### src/rtl/keypad_scan.sv
// Matrix keypad scanner: walks three active-low columns, debounces whole frames, emits one code per press.
// Latency: the code appears the cycle after the DEBOUNCE-th consecutive matching frame ends.
// Backpressure: none; key_valid is a single-cycle strobe that the consumer must take when it appears.
module keypad_scan #(
    parameter int SCAN_DIV = 1000,
    parameter int DEBOUNCE = 4
) (
    input  logic       clk,
    input  logic       rst,
    input  logic [3:0] row_in,
    output logic [2:0] col_out,
    output logic [6:0] keyb,
    output logic       key_valid
);
    localparam int DW = $clog2(SCAN_DIV);
    localparam int CW = $clog2(DEBOUNCE + 1);
    localparam logic [DW-1:0] DIV_LAST  = DW'(SCAN_DIV - 1);
    localparam logic [DW-1:0] DIV_ONE   = DW'(1);
    localparam logic [CW-1:0] CNT_MAX   = CW'(DEBOUNCE);
    localparam logic [CW-1:0] CNT_ONE   = CW'(1);
    localparam logic [CW-1:0] CNT_ZERO  = '0;
    localparam logic [6:0]    IDLE_CODE = 7'b1111111;

    typedef enum logic [1:0] {FR_NONE, FR_KEY, FR_MULTI} frame_t;
    typedef enum logic [1:0] {S_IDLE, S_DEB, S_HELD} state_t;

    logic [3:0]    row_meta;
    logic [3:0]    row_sync;
    logic [DW-1:0] div_cnt;
    logic [1:0]    slot;
    logic          sample;
    logic          frame_end;
    logic          slot_idle;
    logic          slot_single;
    frame_t        acc_kind;
    frame_t        prev_kind;
    frame_t        cur_kind;
    logic [6:0]    acc_code;
    logic [6:0]    cur_code;
    state_t        state;
    state_t        state_nx;
    logic [6:0]    cand;
    logic [6:0]    cand_nx;
    logic [6:0]    keyb_nx;
    logic          valid_nx;
    logic [CW-1:0] cnt;
    logic [CW-1:0] cnt_nx;
    logic [CW-1:0] cnt_inc;
    logic [CW-1:0] rel;
    logic [CW-1:0] rel_nx;
    logic [CW-1:0] rel_inc;

    // Two-flop synchronizer for the asynchronous row pins; idles high like the pull-ups.
    always_ff @(posedge clk or negedge rst) begin
        if (!rst) begin
            row_meta <= 4'hF;
            row_sync <= 4'hF;
        end else begin
            row_meta <= row_in;
            row_sync <= row_meta;
        end
    end

    assign sample    = (div_cnt == DIV_LAST);
    assign frame_end = sample && (slot == 2'd2);

    // Slot timer: rows are sampled on the last cycle of a slot and the column moves on that same edge.
    always_ff @(posedge clk or negedge rst) begin
        if (!rst) begin
            div_cnt <= '0;
            slot    <= 2'd0;
        end else if (sample) begin
            div_cnt <= '0;
            slot    <= (slot == 2'd2) ? 2'd0 : slot + 2'd1;
        end else begin
            div_cnt <= div_cnt + DIV_ONE;
        end
    end

    // Column drive decoded from the slot index.
    always_comb begin
        col_out = 3'b011;
        case (slot)
            2'd1:    col_out = 3'b101;
            2'd2:    col_out = 3'b110;
            default: col_out = 3'b011;
        endcase
    end

    // Per-slot row classification: all high, exactly one low, or anything else.
    always_comb begin
        slot_idle   = (row_sync == 4'b1111);
        slot_single = 1'b0;
        case (row_sync)
            4'b0111, 4'b1011, 4'b1101, 4'b1110: slot_single = 1'b1;
            default:                            slot_single = 1'b0;
        endcase
    end

    // Fold this slot into the running frame result; slot 0 starts a fresh frame.
    always_comb begin
        prev_kind = (slot == 2'd0) ? FR_NONE : acc_kind;
        cur_kind  = prev_kind;
        cur_code  = acc_code;
        if (!slot_idle) begin
            if (slot_single && (prev_kind == FR_NONE)) begin
                cur_kind = FR_KEY;
                cur_code = {col_out, row_sync};
            end else begin
                cur_kind = FR_MULTI;
            end
        end
    end

    // Frame accumulator, updated only at sampling points.
    always_ff @(posedge clk or negedge rst) begin
        if (!rst) begin
            acc_kind <= FR_NONE;
            acc_code <= IDLE_CODE;
        end else if (sample) begin
            acc_kind <= cur_kind;
            acc_code <= cur_code;
        end
    end

    // Saturating increments so the counters never wrap.
    assign cnt_inc = (cnt == CNT_MAX) ? cnt : cnt + CNT_ONE;
    assign rel_inc = (rel == CNT_MAX) ? rel : rel + CNT_ONE;

    // Debounce next-state: press needs DEBOUNCE matching frames, release needs DEBOUNCE empty frames.
    always_comb begin
        state_nx = state;
        cand_nx  = cand;
        cnt_nx   = cnt;
        rel_nx   = rel;
        keyb_nx  = IDLE_CODE;
        valid_nx = 1'b0;
        if (frame_end) begin
            case (state)
                S_IDLE: begin
                    if (cur_kind == FR_KEY) begin
                        cand_nx = cur_code;
                        cnt_nx  = CNT_ONE;
                        rel_nx  = CNT_ZERO;
                        if (CNT_ONE == CNT_MAX) begin
                            keyb_nx  = cur_code;
                            valid_nx = 1'b1;
                            state_nx = S_HELD;
                        end else begin
                            state_nx = S_DEB;
                        end
                    end
                end
                S_DEB: begin
                    if (cur_kind == FR_KEY) begin
                        if (cur_code == cand) begin
                            cnt_nx = cnt_inc;
                            if (cnt_inc == CNT_MAX) begin
                                keyb_nx  = cand;
                                valid_nx = 1'b1;
                                rel_nx   = CNT_ZERO;
                                state_nx = S_HELD;
                            end
                        end else begin
                            cand_nx = cur_code;
                            cnt_nx  = CNT_ONE;
                        end
                    end else begin
                        cnt_nx   = CNT_ZERO;
                        state_nx = S_IDLE;
                    end
                end
                S_HELD: begin
                    if (cur_kind == FR_NONE) begin
                        rel_nx = rel_inc;
                        if (rel_inc == CNT_MAX) begin
                            rel_nx   = CNT_ZERO;
                            cnt_nx   = CNT_ZERO;
                            state_nx = S_IDLE;
                        end
                    end else begin
                        rel_nx = CNT_ZERO;
                    end
                end
                default: begin
                    cnt_nx   = CNT_ZERO;
                    rel_nx   = CNT_ZERO;
                    state_nx = S_IDLE;
                end
            endcase
        end
    end

    // Debounce state and registered outputs; reset discards any pending candidate.
    always_ff @(posedge clk or negedge rst) begin
        if (!rst) begin
            state     <= S_IDLE;
            cand      <= IDLE_CODE;
            cnt       <= CNT_ZERO;
            rel       <= CNT_ZERO;
            keyb      <= IDLE_CODE;
            key_valid <= 1'b0;
        end else begin
            state     <= state_nx;
            cand      <= cand_nx;
            cnt       <= cnt_nx;
            rel       <= rel_nx;
            keyb      <= keyb_nx;
            key_valid <= valid_nx;
        end
    end

endmodule

### config.mk
export PLATFORM = sky130hd
export DESIGN_NAME = keypad_scan
export DESIGN_NICKNAME = d
export VERILOG_FILES = /design/src/rtl/keypad_scan.sv
export SDC_FILE = /design/constraint.sdc
export NUM_CORES = 1
export LEC_CHECK = 0
export BUFFER_PORTS_ARGS = -buffer_cell sky130_fd_sc_hd__buf_2
export CORE_MARGIN = 5
export CORE_UTILIZATION = 45
export CTS_CLUSTER_SIZE = 24
export DETAILED_ROUTE_END_ITERATION = 8
export SETUP_SLACK_MARGIN = 0.02
export SYNTH_ARGS = -nofsm -noshare
export SYNTH_HDL_FRONTEND = slang
export SYNTH_SLANG_ARGS = --single-unit
### constraint.sdc
create_clock -name clk -period 4.97 [get_ports clk]
set_input_delay 0.994 -clock clk [delete_from_list [all_inputs] [get_ports clk]]
set_output_delay 0.994 -clock clk [all_outputs]
set_load 0.02 [all_outputs]
==> out/results.txt <==
status -> completed
highest clock rate -> 378 MHz
Post-Syn Area -> 2690 µm²
cell repeated most along the worst path -> nor3_2
root buffer cell -> clkbuf_8
WHS Endpoint -> row_sync[3]$_DFF_PN1_
CP Launch Type -> register
Yosys top cell area share -> 28.3%
r2r setup slk -> 2.32 ns
HPWL after DPL -> 3610 µm
fin nets -> 278
CTS clock-pin slew for the worst setup and hold paths -> 0.09 ns
die area -> 7620 µm²
Pwr Density -> 260 nW/µm²
max_slew headroom -> 45.6%
Max Used Layer -> met4
Syn. warnings -> 0
worst hold path cell count -> 0
core area -> 5850 µm²
post-synthesis xor/xnor area fraction -> 6.51%
clk buf depth -> 2
Hold Crit Start -> row_meta[3]$_DFF_PN1_
critical path type -> reg -> reg
layout cell share with drive strength beyond 1 -> 30.7%
Main synth FF type -> dfstp_2
Post-Syn Area per Cell -> 11.0 µm²
Critical R2R Capture -> cand[0]$_DFFE_PN1P_
Die W -> 87.3 µm
Initial Utilization -> 46.0%
WP buf/inv -> 0
Reg2Reg Depth -> 7
Layout Cells excl Fill -> 339
worst slew pin tran -> 0.812 ns
I/O Buffers -> 16
I/O pin total -> 17
Final Hold Fails -> 0
CTS tree -> yes
Worst-Skew Late Latency -> 0.30 ns
final setup fails -> 0
simple-gate share of the synthesized area -> 15.1%
ys async rst share -> 100%
sw power -> 0.164 mW
Num CTS Buffers -> 5
CP Data Arrival Time -> 2.88 ns
Netlist cell types -> 55
Worst EP required -> 5.21 ns
leak pwr -> 1.20 nW
setup TNS -> 0 ns
met3 WL -> 152 µm
Pre-antenna DRT Iters -> 6
ant diodes -> 0
worst-path cell chain -> ha_1, nand4b_1, nor3_2, nand2_1, nor3_2, o21ai_4, mux2_2
number of global-route vias before repair -> 1794
max-cap viol count -> 0
Syn-to-layout area delta -> 10.1%
RSZ-0062 raised after global routing -> no
met1 wire length -> 2540 µm
TritonCTS Sinks -> 52
Tot Pwr -> 0.770 mW
hold_ws -> 0.360 ns
post-synthesis sequential area ratio -> 49.7%
number of synthesized flops with an enable pin -> 0
wire length on met2 -> 2240 µm
Reg power frac -> 56.4%
GRT Util Overall -> 14.6%
complex-gate fraction of the synthesized area -> 14.5%
area leader, netlist -> dfstp_2
Internal -> 0.605 mW
CP max stage cell -> nor3_2
first-pass GRT wire length -> 8730 µm
Die Y -> 87.3 µm
drt first-iter violations -> 75
cell family with the largest share of critical-path delay -> simple AND/OR/NAND/NOR gates
Tmin final -> 2.65 ns
Remaining DRCs -> 0
Vias -> 1811
VDD IR-drop max -> 0.141 mV
total grt overflow -> 0
Hold Buf Count CTS -> 0
main combinational cell family by area after synthesis -> simple AND/OR/NAND/NOR gates
max-slew violations -> 0
crit path max fanout -> 15
routability cong. -> 0.782
placed cell count -> 331
Vias/cell -> 5.34
initial antenna violation count -> 0
crit-path max cell delay -> 0.64 ns
clock share of power -> 39.6%
mux contribution to synthesized area -> 6.70%
switch share -> 21.4%
synthesized flop and latch total -> 52
most frequent cells in the layout -> 29 x dfstp_2, 23 x dfrtp_1, 21 x nand2_1
commonest non-fill, non-tap cell in the layout -> dfstp_2
post_cts resized -> 0
period utilization -> 53.2%
Post-Synth Adder-Cell Area -> 4.19%
Worst Clk Skew -> 0.00416 ns
CTS HTree Levels -> 2
Combinational Power Share -> 3.9%
synth top area cells -> dfstp_2 28%, dfrtp_1 21%, mux2_2 6.7%
Rows -> 28
syn nets -> 260
DR WL/cell -> 14.7 µm
Hold WC Path Type -> reg -> reg
DRT antenna net count -> 0
Reg2Reg Launch Point -> div_cnt[0]$_DFF_PN0_
Setup Fix Bufs, Post-CTS -> 0
pin count of the biggest net entering global routing -> 53
CP endpoint kind -> register
Detailed Route WL -> 4980 µm
Mapped Cells -> 245
Util after Layout -> 50.6%
==> final cells by class <==
class / instances / area (µm²)
inverters: 15 / 56.3
clock inverters: 2 / 38.8
repair buffers: 17 / 87.6
fillers: 532 / 2890
multi-input cells: 172 / 1260
well taps: 75 / 93.8
flip-flops and latches: 52 / 1340
clock buffers: 6 / 82.6
==> metrics by stage <==
stage,cell area [µm²],worst slack (ns)
after floorplan,2690,2.76
after global placement,2840,2.39
after detailed placement,2840,2.31
after CTS,2960,2.29
after global routing,2960,2.03
final,2960,2.32
==> cells in the mapped netlist (2+ instances only) <==
library cell  count
a21oi_1           5
a22o_1            2
a31oi_1           4
and2_1            2
and4b_1           2
buf_4             2
clkbuf_1          3
dfrtp_1          23
dfstp_2          29
ha_1              9
inv_1            15
mux2_2           16
nand2_1          21
nand2b_1          8
nand3_1           9
nand4_1           2
nor2_1           15
nor2b_1           2
nor3_1            3
nor3_2            3
o2111ai_1         2
o21ai_0          17
xnor2_1          12
xor2_1            8
==> power by group through the flow <==
stage | registers, mW | logic [mW] | clock network (mW)
after CTS | 0.435 | 0.0311 | 0.320
after detailed placement | 0.442 | 0.0310 | 0
after floorplan | 0.438 | 0.0201 | 0
after global placement | 0.441 | 0.0311 | 0
after global routing | 0.436 | 0.0349 | 0.332
final | 0.435 | 0.0303 | 0.305
==> sequential cells by signal, summed over array words and instances (netlist names) <==
signal     count
key_valid      1
cnt            3
row_sync       4
acc_code       7
rel            3
state          2
slot           2
cand           7
acc_kind       2
div_cnt       10
keyb           7
row_meta       4
==> layer usage <==
metal | vias to the layer above | global-route usage [%]
met5 | - | 0
met4 | 0 | 4.32
met3 | 5 | 3.31
met2 | 22 | 22.0
met1 | 881 | 21.0
li1 | 903 | -
==> worst max path at each step <==
stage | start | end | slack, ns | depth (start not counted)
2_1_floorplan | row_sync[0]$_DFF_PN1_ | rel[1]$_DFFE_PN0P_ | 2.76 | 7
3_3_place_gp | div_cnt[0]$_DFF_PN0_ | cand[6]$_DFFE_PN1P_ | 2.39 | 7
3_5_place_dp | div_cnt[0]$_DFF_PN0_ | cand[3]$_DFFE_PN1P_ | 2.31 | 7
4_1_cts | div_cnt[0]$_DFF_PN0_ | cand[3]$_DFFE_PN1P_ | 2.29 | 7
5_1_grt | div_cnt[0]$_DFF_PN0_ | cand[1]$_DFFE_PN1P_ | 2.03 | 7
6_report | div_cnt[0]$_DFF_PN0_ | cand[0]$_DFFE_PN1P_ | 2.32 | 7
==> kinds of logic (layout without fill, tap and decap cells) <==
group,count (synthesis),in the layout
buffers and inverters,21,40
AND/OR/NAND/NOR,76,76
flip-flops,52,52
adder cells (fa/ha/maj),9,9
XOR/XNOR,20,20
multiplexers,16,16
AO/OA/AOI/OAI,51,51
Power figures use the tool's default switching activity.
